## config.mk

```make
export PLATFORM = sky130hd
export DESIGN_NAME = id_ex_stage
export DESIGN_NICKNAME = d
export VERILOG_FILES = /design/src/rtl/id_ex_stage_pkg.sv /design/src/rtl/id_ex_stage_hazard_detect.sv /design/src/rtl/id_ex_stage.sv
export SDC_FILE = /design/constraint.sdc
export NUM_CORES = 1
export LEC_CHECK = 0
export CORE_AREA = 2 2 131 133
export CTS_BUF_LIST = sky130_fd_sc_hd__clkbuf_4 sky130_fd_sc_hd__clkbuf_8
export DETAILED_ROUTE_END_ITERATION = 10
export DIE_AREA = 0 0 133 135
export GPL_TIMING_DRIVEN = 0
export PLACE_DENSITY = 0.83
export RECOVER_POWER = 50
export SETUP_SLACK_MARGIN = 0.5
export SLEW_MARGIN = 0
export SYNTH_ARGS = -nofsm -noshare
export SYNTH_HDL_FRONTEND = slang
export SYNTH_HIERARCHICAL = 1
export SYNTH_SLANG_ARGS = --single-unit
```

## constraint.sdc

```tcl
create_clock -name clk -period 15.6 [get_ports clk]
set_clock_uncertainty 0.1 [all_clocks]
set_input_delay 3.12 -clock clk [delete_from_list [all_inputs] [get_ports clk]]
set_output_delay 3.12 -clock clk [all_outputs]
set_load 0.05 [all_outputs]
```

## src/rtl/id_ex_stage_pkg.sv

```systemverilog
// ---------------------------------------------------------------------------
// id_ex_stage_pkg
// Shared definitions for the ID/EX pipeline register slice.
//   `INST_ID_LEN   : width of the control-unit instruction identifier
//   `On / `Off     : single-bit enable literals
//   XLEN_DEFAULT   : default datapath width
//   REG_AW_DEFAULT : default register-address width
//   instrId_e      : recognised instruction identifiers
//   isKnownInstr() : true for identifiers the control unit can produce
// Optional feature macro (used by id_ex_stage): ID_EX_LOAD_USE_INTERLOCK_EN
// ---------------------------------------------------------------------------
`ifndef ID_EX_STAGE_DEFINES
`define ID_EX_STAGE_DEFINES
`define INST_ID_LEN 6
`define On  1'b1
`define Off 1'b0
`endif

package id_ex_stage_pkg;

  localparam int XLEN_DEFAULT   = 32;
  localparam int REG_AW_DEFAULT = 5;

  // Identifiers above INST_JAL are not produced by a healthy control unit.
  typedef enum logic [`INST_ID_LEN-1:0] {
    INST_NOP  = 6'd0,
    INST_ADD  = 6'd1,
    INST_SUB  = 6'd2,
    INST_AND  = 6'd3,
    INST_OR   = 6'd4,
    INST_ADDI = 6'd5,
    INST_LW   = 6'd6,
    INST_SW   = 6'd7,
    INST_BEQ  = 6'd8,
    INST_JAL  = 6'd9
  } instrId_e;

  localparam logic [`INST_ID_LEN-1:0] INST_ID_LAST = INST_JAL;

  // Unrecognised identifiers still flow down the pipe, but with their
  // side-effect enables stripped so they behave as harmless no-ops.
  function automatic logic isKnownInstr(input logic [`INST_ID_LEN-1:0] id);
    return (id <= INST_ID_LAST);
  endfunction

endpackage

```

## src/rtl/id_ex_stage_hazard_detect.sv

```systemverilog
// ---------------------------------------------------------------------------
// hazard_detect
// Combinational load-use comparator: flags an instruction in decode that
// reads the destination of a load currently held in the EX register.
// Ports:
//   i_exValid, i_exMemRe, i_exRdAddr : instruction held in the EX register
//   i_idValid, i_rs1Re, i_rs2Re,
//   i_rs1Addr, i_rs2Addr             : instruction waiting in decode
//   o_loadUse                        : hazard flag
// ---------------------------------------------------------------------------
module hazard_detect
  import id_ex_stage_pkg::*;
#(
  parameter int REG_AW = REG_AW_DEFAULT
) (
  input  logic              i_exValid,
  input  logic              i_exMemRe,
  input  logic [REG_AW-1:0] i_exRdAddr,
  input  logic              i_idValid,
  input  logic              i_rs1Re,
  input  logic              i_rs2Re,
  input  logic [REG_AW-1:0] i_rs1Addr,
  input  logic [REG_AW-1:0] i_rs2Addr,
  output logic              o_loadUse
);

  logic w_rs1Hit;
  logic w_rs2Hit;

  assign w_rs1Hit = i_rs1Re && (i_rs1Addr == i_exRdAddr);
  assign w_rs2Hit = i_rs2Re && (i_rs2Addr == i_exRdAddr);

  // x0 is hard-wired to zero, so a load targeting it can never be a hazard.
  assign o_loadUse = i_exValid && i_exMemRe && (i_exRdAddr != '0) &&
                     i_idValid && (w_rs1Hit || w_rs2Hit);

endmodule

```

## src/rtl/id_ex_stage.sv

```systemverilog
// ---------------------------------------------------------------------------
// id_ex_stage
// ID/EX pipeline register with flush, back-pressure hold and an optional
// load-use interlock that inserts a bubble and counts stalls.
// Configuration macro: ID_EX_LOAD_USE_INTERLOCK_EN
//   defined   : hazard_detect drives load_use_o, bubbles counted in stall_cnt_o
//   undefined : load_use_o = 0, stall_cnt_o = 0, no counter flops
// Ports:
//   clk, rst                     : clock, asynchronous active-high reset
//   id_valid_i / id_ready_o      : decode handshake
//   id_pc_i, id_imm_i, id_instr_id_i, id_*_re_i/we_i, id_*_addr_i,
//   id_rs*_data_i                : decoded instruction fields
//   flush_i                      : redirect, kills decode and EX register
//   ex_ready_i                   : EX consumes the held instruction
//   ex_*_o                       : registered instruction fields for EX
//   load_use_o                   : combinational load-use hazard flag
//   stall_cnt_o                  : wrapping count of load-use bubbles
// ---------------------------------------------------------------------------
module id_ex_stage
  import id_ex_stage_pkg::*;
#(
  parameter int XLEN   = XLEN_DEFAULT,
  parameter int REG_AW = REG_AW_DEFAULT
) (
  input  logic                    clk,
  input  logic                    rst,
  input  logic                    id_valid_i,
  output logic                    id_ready_o,
  input  logic [XLEN-1:0]         id_pc_i,
  input  logic [XLEN-1:0]         id_imm_i,
  input  logic [`INST_ID_LEN-1:0] id_instr_id_i,
  input  logic                    id_rs1_re_i,
  input  logic                    id_rs2_re_i,
  input  logic                    id_rd_we_i,
  input  logic                    id_mem_re_i,
  input  logic                    id_mem_we_i,
  input  logic [REG_AW-1:0]       id_rs1_addr_i,
  input  logic [REG_AW-1:0]       id_rs2_addr_i,
  input  logic [REG_AW-1:0]       id_rd_addr_i,
  input  logic [XLEN-1:0]         id_rs1_data_i,
  input  logic [XLEN-1:0]         id_rs2_data_i,
  input  logic                    flush_i,
  input  logic                    ex_ready_i,
  output logic                    ex_valid_o,
  output logic [XLEN-1:0]         ex_pc_o,
  output logic [XLEN-1:0]         ex_imm_o,
  output logic [XLEN-1:0]         ex_rs1_data_o,
  output logic [XLEN-1:0]         ex_rs2_data_o,
  output logic [`INST_ID_LEN-1:0] ex_instr_id_o,
  output logic [REG_AW-1:0]       ex_rd_addr_o,
  output logic                    ex_rd_we_o,
  output logic                    ex_mem_re_o,
  output logic                    ex_mem_we_o,
  output logic                    load_use_o,
  output logic [31:0]             stall_cnt_o
);

  logic                    r_exValid;
  logic [XLEN-1:0]         r_exPc;
  logic [XLEN-1:0]         r_exImm;
  logic [XLEN-1:0]         r_exRs1Data;
  logic [XLEN-1:0]         r_exRs2Data;
  logic [`INST_ID_LEN-1:0] r_exInstrId;
  logic [REG_AW-1:0]       r_exRdAddr;
  logic                    r_exRdWe;
  logic                    r_exMemRe;
  logic                    r_exMemWe;

  logic w_loadUse;
  logic w_hold;
  logic w_known;

`ifdef ID_EX_LOAD_USE_INTERLOCK_EN
  logic [31:0] r_stallCnt;

  hazard_detect #(
    .REG_AW (REG_AW)
  ) u_hazardDetect (
    .i_exValid  (r_exValid),
    .i_exMemRe  (r_exMemRe),
    .i_exRdAddr (r_exRdAddr),
    .i_idValid  (id_valid_i),
    .i_rs1Re    (id_rs1_re_i),
    .i_rs2Re    (id_rs2_re_i),
    .i_rs1Addr  (id_rs1_addr_i),
    .i_rs2Addr  (id_rs2_addr_i),
    .o_loadUse  (w_loadUse)
  );

  // A bubble is only inserted when the EX register is free to change, so
  // the counter steps exactly on edges where the hazard costs a cycle.
  // The counter wraps naturally; it is a diagnostic, not a limit.
  always_ff @(posedge clk or posedge rst) begin
    if (rst) begin
      r_stallCnt <= '0;
    end else if (!flush_i && !w_hold && w_loadUse) begin
      r_stallCnt <= r_stallCnt + 32'd1;
    end
  end

  assign stall_cnt_o = r_stallCnt;
`else
  // Without the interlock the compiler schedules around load-use hazards,
  // so the source-register fields are intentionally left unobserved.
  logic w_unusedHazardIns;

  assign w_unusedHazardIns = ^{id_rs1_re_i, id_rs2_re_i, id_rs1_addr_i, id_rs2_addr_i};
  assign w_loadUse         = `Off;
  assign stall_cnt_o       = '0;
`endif

  assign w_hold     = r_exValid && !ex_ready_i;
  assign w_known    = isKnownInstr(id_instr_id_i);
  assign load_use_o = w_loadUse;

  // A flush always accepts (and drops) the decode instruction.
  assign id_ready_o = flush_i || ((!r_exValid || ex_ready_i) && !w_loadUse);

  // Priority: flush, hold, bubble, load, idle. Every path that leaves the
  // register empty also clears the side-effect enables so an invalid slot
  // can never write the register file or memory.
  always_ff @(posedge clk or posedge rst) begin
    if (rst) begin
      r_exValid   <= `Off;
      r_exPc      <= '0;
      r_exImm     <= '0;
      r_exRs1Data <= '0;
      r_exRs2Data <= '0;
      r_exInstrId <= '0;
      r_exRdAddr  <= '0;
      r_exRdWe    <= `Off;
      r_exMemRe   <= `Off;
      r_exMemWe   <= `Off;
    end else if (flush_i) begin
      r_exValid <= `Off;
      r_exRdWe  <= `Off;
      r_exMemRe <= `Off;
      r_exMemWe <= `Off;
    end else if (!w_hold) begin
      if (!w_loadUse && id_valid_i) begin
        r_exValid   <= `On;
        r_exPc      <= id_pc_i;
        r_exImm     <= id_imm_i;
        r_exRs1Data <= id_rs1_data_i;
        r_exRs2Data <= id_rs2_data_i;
        r_exInstrId <= id_instr_id_i;
        r_exRdAddr  <= id_rd_addr_i;
        r_exRdWe    <= id_rd_we_i  && w_known;
        r_exMemRe   <= id_mem_re_i && w_known;
        r_exMemWe   <= id_mem_we_i && w_known;
      end else begin
        r_exValid <= `Off;
        r_exRdWe  <= `Off;
        r_exMemRe <= `Off;
        r_exMemWe <= `Off;
      end
    end
  end

  assign ex_valid_o    = r_exValid;
  assign ex_pc_o       = r_exPc;
  assign ex_imm_o      = r_exImm;
  assign ex_rs1_data_o = r_exRs1Data;
  assign ex_rs2_data_o = r_exRs2Data;
  assign ex_instr_id_o = r_exInstrId;
  assign ex_rd_addr_o  = r_exRdAddr;
  assign ex_rd_we_o    = r_exRdWe;
  assign ex_mem_re_o   = r_exMemRe;
  assign ex_mem_we_o   = r_exMemWe;

endmodule

```

==> results.ini, run 1 <==
[clock_tree]
clk_latency_ps=430
clockBufferDepth=2
cts_post_setup_buffers_inserted=0
numClockSinks=143
root_buffer=clkbuf_8
numCtsBuffers=17
path_clk_slew_ps=70
hold_buffers=0
cts_tree=built
htreeDepth=4
post_cts_resized=0

[logic_synthesis]
ys_seq_area_share_pct=58.4
yosys.area.top_type=dfrtp_1
netlist_instances=344
yosysUniqueCellTypes=18
yosys_register_bits=143
synth_area_leaders=dfrtp_1, mux2_4, mux2_2, buf_4, buf_12
yosysWarnings=6
syn_avg_cell_area_um2=17.8
syn_area_mm2=0.00613
synth_top_area_share_pct=58.4

[placed_design]
hpwl_um=11800
io_buffers=290
dpl-instance-area_mm2=0.00946
place_congestion=0.812
place_ws_ps=7530

[global_routing]
gr-total-overflow=0
grt_first_pass_wirelength_um=24000
grt_max_degree=74
grt_pass1_vias=4380
grt_antenna_before_repair=0
grt.total_usage_pct=17.4

[cells_and_area]
syn2layout_area_growth_pct=56.0
drive_gt1_share_pct=25.2
final_nets=845
seq_area_mm2=0.00358
fillerInstances=1283
multiInputGateArea_mm2=0.00206
final_cell_area_mm2=0.00957
num_antenna_cells=0

[critical_path]
startpoint_type=input port
required_ps=15180
critPathTopFamily=buffers and inverters
slowest_stage=clkbuf_1
cp_max_fo=73
crit_buf_inv=3
endpoint_kind=async pin
critPathArrivalTime_ps=8180
critPathMaxStageDelay_ps=2750
crit_chain=dlygate4sd3_1 > clkinvlp_2 > clkbuf_1
crit_type=input port to async pin

[power_and_ir_drop]
power_density_mw_per_mm2=136
irDropWorstVdd_v=0.0000772
power_w=0.00130
p_leak_nw=4.20

[sta]
tns_ps=0
slew_headroom_pct=-150
final_max_slew_viol_count=146
holdWs_ps=395
rsz0062_at_grt=false
worst-slew-pin-transition_ps=3750
setup_viol=0
post-route-min-period_ps=8600
hold_viol_final=0
fin_crit_sh_pct=55.1
setup_ws_ps=7000
fmax_mhz=116

[routing]
vias_per_cell=4.36
drt_wl_total_um=15400
via_count=4006
drt-initial-drc-count=108
antenna_left=0
drc_errors=0
dr.pass1.iters=4
wl_per_cell_um=16.7

[die]
initial_core_util_pct=37.4
io_pins=336
dieArea_mm2=0.0180
core_area_mm2=0.0164
die_y_um=135
placementRows=47
die_w_um=133

[job]
cap_violations=2

[outcome]
violations=max-capacitance violations, max-slew violations
status=finished, violations left

[hold_path]
hp-class=flop to flop

==> logic make-up after synthesis <==
logic type | synth area share, %
AO/OA/AOI/OAI | 0.510
buffers and inverters | 8.37
flip-flops | 58.4
multiplexers | 31.6
other | 0.0612
AND/OR/NAND/NOR | 1.06
==> metrics by stage <==
stage / cells / util, %
after floorplan: 376 / -
after global placement: 886 / 57.5
after detailed placement: 887 / 57.7
after CTS: 919 / 60.1
after global routing: 919 / 58.3
final: 919 / 58.3
==> state kept, by name (all words and copies together), names as in the netlist <==
| register | cells |
|---|---|
| ex_imm_o | 32 |
| ex_instr_id_o | 6 |
| ex_mem_re_o | 1 |
| ex_mem_we_o | 1 |
| ex_pc_o | 32 |
| ex_rd_addr_o | 5 |
| ex_rd_we_o | 1 |
| ex_rs1_data_o | 32 |
| ex_rs2_data_o | 32 |
| ex_valid_o | 1 |
==> worst register-to-register path, stage by stage, from the launching register on <==
cell and delay, ps:
dfrtp_1 390, nor2b_1 150, nor2_1 310, clkbuf_1 590, clkbuf_1 660, mux2_1 380
==> report_power, final <==
part           internal [W]  switching, W  total [W]  leakage, nW
Clock              0.000157      0.000143   0.000301        0.209
Sequential         0.000434     0.0000357   0.000470         1.69
Combinational      0.000211      0.000320   0.000532         2.30
==> per-layer routing <==
layer	share of wire (%)	GRT usage, %	vias up
met5	0	0	-
met4	2.7	7.47	0
met3	8.3	6.49	36
met2	52	30.3	205
met1	37	19.2	1960
li1	-	-	1805
==> layout by cell type (no fill, tap or decap) <==
cell / count
clkdlybuf4s50_1: 288
dfrtp_1: 143
mux2_4: 77
mux2_1: 33
buf_4: 33
conb_1: 33
mux2_2: 29
clkbuf_8: 17
clkbuf_1: 14
clkinv_2: 7
a22o_1: 3
bufinv_16: 3
nor2b_1: 2
nor2_1: 2
buf_12: 2
clkinv_4: 2
inv_6: 2
dlygate4sd3_1: 2
nand2b_4: 1
clkinvlp_2: 1
inv_1: 1
o21ai_0: 1
and4bb_2: 1
nand2_1: 1
clkinvlp_4: 1
==> area by class of cell <==
class	count	area share [%]
Tap cell	220	2.88
Multi-Input combinational cell	183	21.5
Inverter	2	0.0916
Timing Repair Buffer	291	30.4
Buffer	48	3.52
Clock inverter	15	1.75
Clock buffer	17	2.45
Sequential cell	143	37.4
==> final timing paths <==
kind,startpoint,endpoint,slack (ps),cells after the start
min,ex_rs1_data_o[10]$_DFFE_PP0P_,ex_rs1_data_o[10]$_DFFE_PP0P_,400,1
min reg2reg,ex_rs1_data_o[10]$_DFFE_PP0P_,ex_rs1_data_o[10]$_DFFE_PP0P_,400,1
max,rst,ex_rs2_data_o[2]$_DFFE_PP0P_,7000,3
max in group clk,ex_ready_i,id_ready_o,7410,5
max reg2reg,ex_valid_o$_DFFE_PP0P_,ex_pc_o[14]$_DFFE_PP0P_,12900,5
min in group asynchronous,rst,ex_imm_o[23]$_DFFE_PP0P_,3900,2
==> cell usage after synthesis <==
library cell    n
buf_12         11
nand2_1         1
inv_1           2
buf_4          35
mux2_2         29
dfrtp_1       143
conb_1          1
mux2_4        100
nor2_4          1
and4bb_2        1
nand2b_4        1
a22o_1          3
mux2_1         10
buf_6           2
nor2b_1         1
o21ai_0         1
nor2b_4         1
nor2_1          1
Power figures use the tool's default switching activity.
==> run 2: changes to the inputs <==
--- a/config.mk
+++ b/config.mk
@@ -5,12 +5,12 @@
 export SDC_FILE = /design/constraint.sdc
 export NUM_CORES = 1
 export LEC_CHECK = 0
-export CORE_AREA = 2 2 131 133
+export CORE_MARGIN = 2
+export CORE_UTILIZATION = 36
 export CTS_BUF_LIST = sky130_fd_sc_hd__clkbuf_4 sky130_fd_sc_hd__clkbuf_8
 export DETAILED_ROUTE_END_ITERATION = 10
-export DIE_AREA = 0 0 133 135
 export GPL_TIMING_DRIVEN = 0
-export PLACE_DENSITY = 0.83
+export PLACE_DENSITY = 0.84
 export RECOVER_POWER = 50
 export SETUP_SLACK_MARGIN = 0.5
 export SLEW_MARGIN = 0
==> constraint.sdc (replaced) <==
create_clock -name clk -period 7.5 [get_ports clk]
set_clock_uncertainty 0.1 [all_clocks]
set_input_delay 1.5 -clock clk [delete_from_list [all_inputs] [get_ports clk]]
set_output_delay 1.5 -clock clk [all_outputs]
set_load 0.05 [all_outputs]
==> run 2 against run 1 <==
Against the previous run: the flow still finishes with violations (max-capacitance violations, max-slew violations); sequential power is 110% higher; via count grew 1.1%; critical path depth did not move; worst setup slack got worse by 4800 ps.
==> results.ini, run 2 (synthesized netlist as in run 1, its figures left out) <==
[outcome]
status=finished, violations left
violations=max-capacitance violations, max-slew violations

[global_routing]
grt_pass1_vias=4535  ; +3.5%
grt_antenna_before_repair=0  ; unchanged
grt_max_degree=80  ; +8.1%
grt.total_usage_pct=18.2  ; +0.77 points
grt_first_pass_wirelength_um=25100  ; +4.5%
gr-total-overflow=0  ; unchanged

[sta]
setup_viol=0  ; unchanged
setup_ws_ps=2210  ; -4790 ps
tns_ps=0  ; unchanged
fmax_mhz=189
final_max_slew_viol_count=146  ; unchanged
rsz0062_at_grt=false
hold_viol_final=0  ; unchanged
slew_headroom_pct=-87.7  ; +63 points
post-route-min-period_ps=5290
fin_crit_sh_pct=70.5
worst-slew-pin-transition_ps=2800  ; -954 ps

[routing]
vias_per_cell=4.41  ; +1.1%
drt-initial-drc-count=99  ; -8.3%
drc_errors=0  ; unchanged
drt_wl_total_um=16300  ; +6.2%
antenna_left=0  ; unchanged
via_count=4052  ; +1.1%
wl_per_cell_um=17.8  ; +6.2%
dr.pass1.iters=4  ; unchanged

[placed_design]
hpwl_um=12300  ; +4.1%
place_ws_ps=2660  ; -4870 ps
place_congestion=0.757  ; -6.7%
io_buffers=290  ; unchanged

[cells_and_area]
fillerInstances=1325  ; +3.3%
num_antenna_cells=0  ; unchanged
final_common_cell=clkdlybuf4s50_1
drive_gt1_share_pct=24.7  ; -0.43 points
mostFrequentLayoutCells=clkdlybuf4s50_1, dfrtp_1, mux2_4
final_nets=845  ; unchanged
syn2layout_area_growth_pct=55.7

[critical_path]
required_ps=7560  ; -7620 ps
crit_type=input port to async pin
r2r-end=ex_rs1_data_o[18]$_DFFE_PP0P_
r2r_slack_ps=4750  ; -8150 ps
crit_start=rst
startpoint_type=input port
worstRegToRegCells=5  ; unchanged
endpoint=ex_rs2_data_o[23]$_DFFE_PP0P_
cp_max_fo=79  ; +8.2%
endpoint_kind=async pin
critPathArrivalTime_ps=5350  ; -2830 ps
r2r_start=ex_valid_o$_DFFE_PP0P_

[clock_tree]
path_clk_slew_ps=80  ; about the same
numClockSinks=143  ; unchanged
cts_post_setup_buffers_inserted=0  ; unchanged
hold_buffers=0  ; unchanged
post_cts_resized=0  ; unchanged
root_buffer=clkbuf_8
cts_tree=built
numCtsBuffers=17  ; unchanged
htreeDepth=4  ; unchanged
clockBufferDepth=2  ; unchanged
clk_latency_ps=430  ; about the same

[power_and_ir_drop]
irDropWorstVdd_v=0.000190  ; +150%
power_density_mw_per_mm2=284  ; +110%
p_leak_nw=4.17  ; -0.52%

[die]
placementRows=47  ; unchanged
core_area_mm2=0.0166  ; +1.4%
dieArea_mm2=0.0181  ; +0.78%
die_w_um=135  ; +1.1%
initial_core_util_pct=36.8  ; -0.53 points
io_pins=336  ; unchanged
die_y_um=135  ; -0.36%

[hold_path]
hp-class=flop to flop

[job]
cap_violations=2  ; unchanged

[run 2: report_power, final]
part / internal [W] / total [W] / switching (W) / leakage (nW)
sequential: 0.000903 / 0.000981 / 0.0000784 / 1.69
clock: 0.000305 / 0.000620 / 0.000315 / 0.198
combinational: 0.000436 / 0.00111 / 0.000674 / 2.29
total: 0.00164 / 0.00271 / 0.00107 / 4.17
[run 2: metrics by stage]
stage / power [W] / std cells / util, % / hold slack, ps / instance area [um2]
finish: 0.00271 / 919 / 57.4 / 393 / 9550
global route: 0.00282 / 919 / 57.4 / 417 / 9550
CTS: 0.00278 / 919 / 59.2 / 398 / 9860
detailed placement: 0.00214 / 887 / 56.9 / 378 / 9460
global placement: 0.00212 / 886 / 56.7 / 368 / 9430
floorplan: 0.00173 / 376 / - / 728 / 6250
[run 2: worst max-delay path: stages]
cell and delay [ps]:
dlygate4sd3_1 550, clkinvlp_2 1560, clkbuf_2 1630
[run 2: final cells by class]
cell class	count	area, um2	share of cell area, %
Sequential cell	143	3580	37.5
Inverter	2	8.76	0.0917
Tap cell	220	275	2.88
Multi-Input combinational cell	183	2040	21.4
Timing Repair Buffer	291	2910	30.5
Clock buffer	18	241	2.53
Buffer	48	337	3.53
Clock inverter	14	155	1.62
[run 2: worst min path at each step]
stage                                        startpoint                       endpoint  slack, ps  depth (start not counted)
after detailed placement  ex_rs2_data_o[27]$_DFFE_PP0P_  ex_rs2_data_o[27]$_DFFE_PP0P_        380                          1
after global placement    ex_rs2_data_o[22]$_DFFE_PP0P_  ex_rs2_data_o[22]$_DFFE_PP0P_        370                          1
final                       ex_rd_addr_o[4]$_DFFE_PP0P_    ex_rd_addr_o[4]$_DFFE_PP0P_        390                          1
after global routing        ex_rd_addr_o[4]$_DFFE_PP0P_    ex_rd_addr_o[4]$_DFFE_PP0P_        420                          1
after CTS                 ex_rs2_data_o[27]$_DFFE_PP0P_  ex_rs2_data_o[27]$_DFFE_PP0P_        400                          1
after floorplan           ex_rs2_data_o[18]$_DFFE_PP0P_  ex_rs2_data_o[18]$_DFFE_PP0P_        730                          1
[run 2: per-layer routing]
metal	track usage [%]	routed length, um	up-vias
met3	8.48	1720	18
met4	5.96	287	0
met2	31.7	8390	222
li1	-	-	1812
met1	19.6	5940	2000
met5	0	0	-
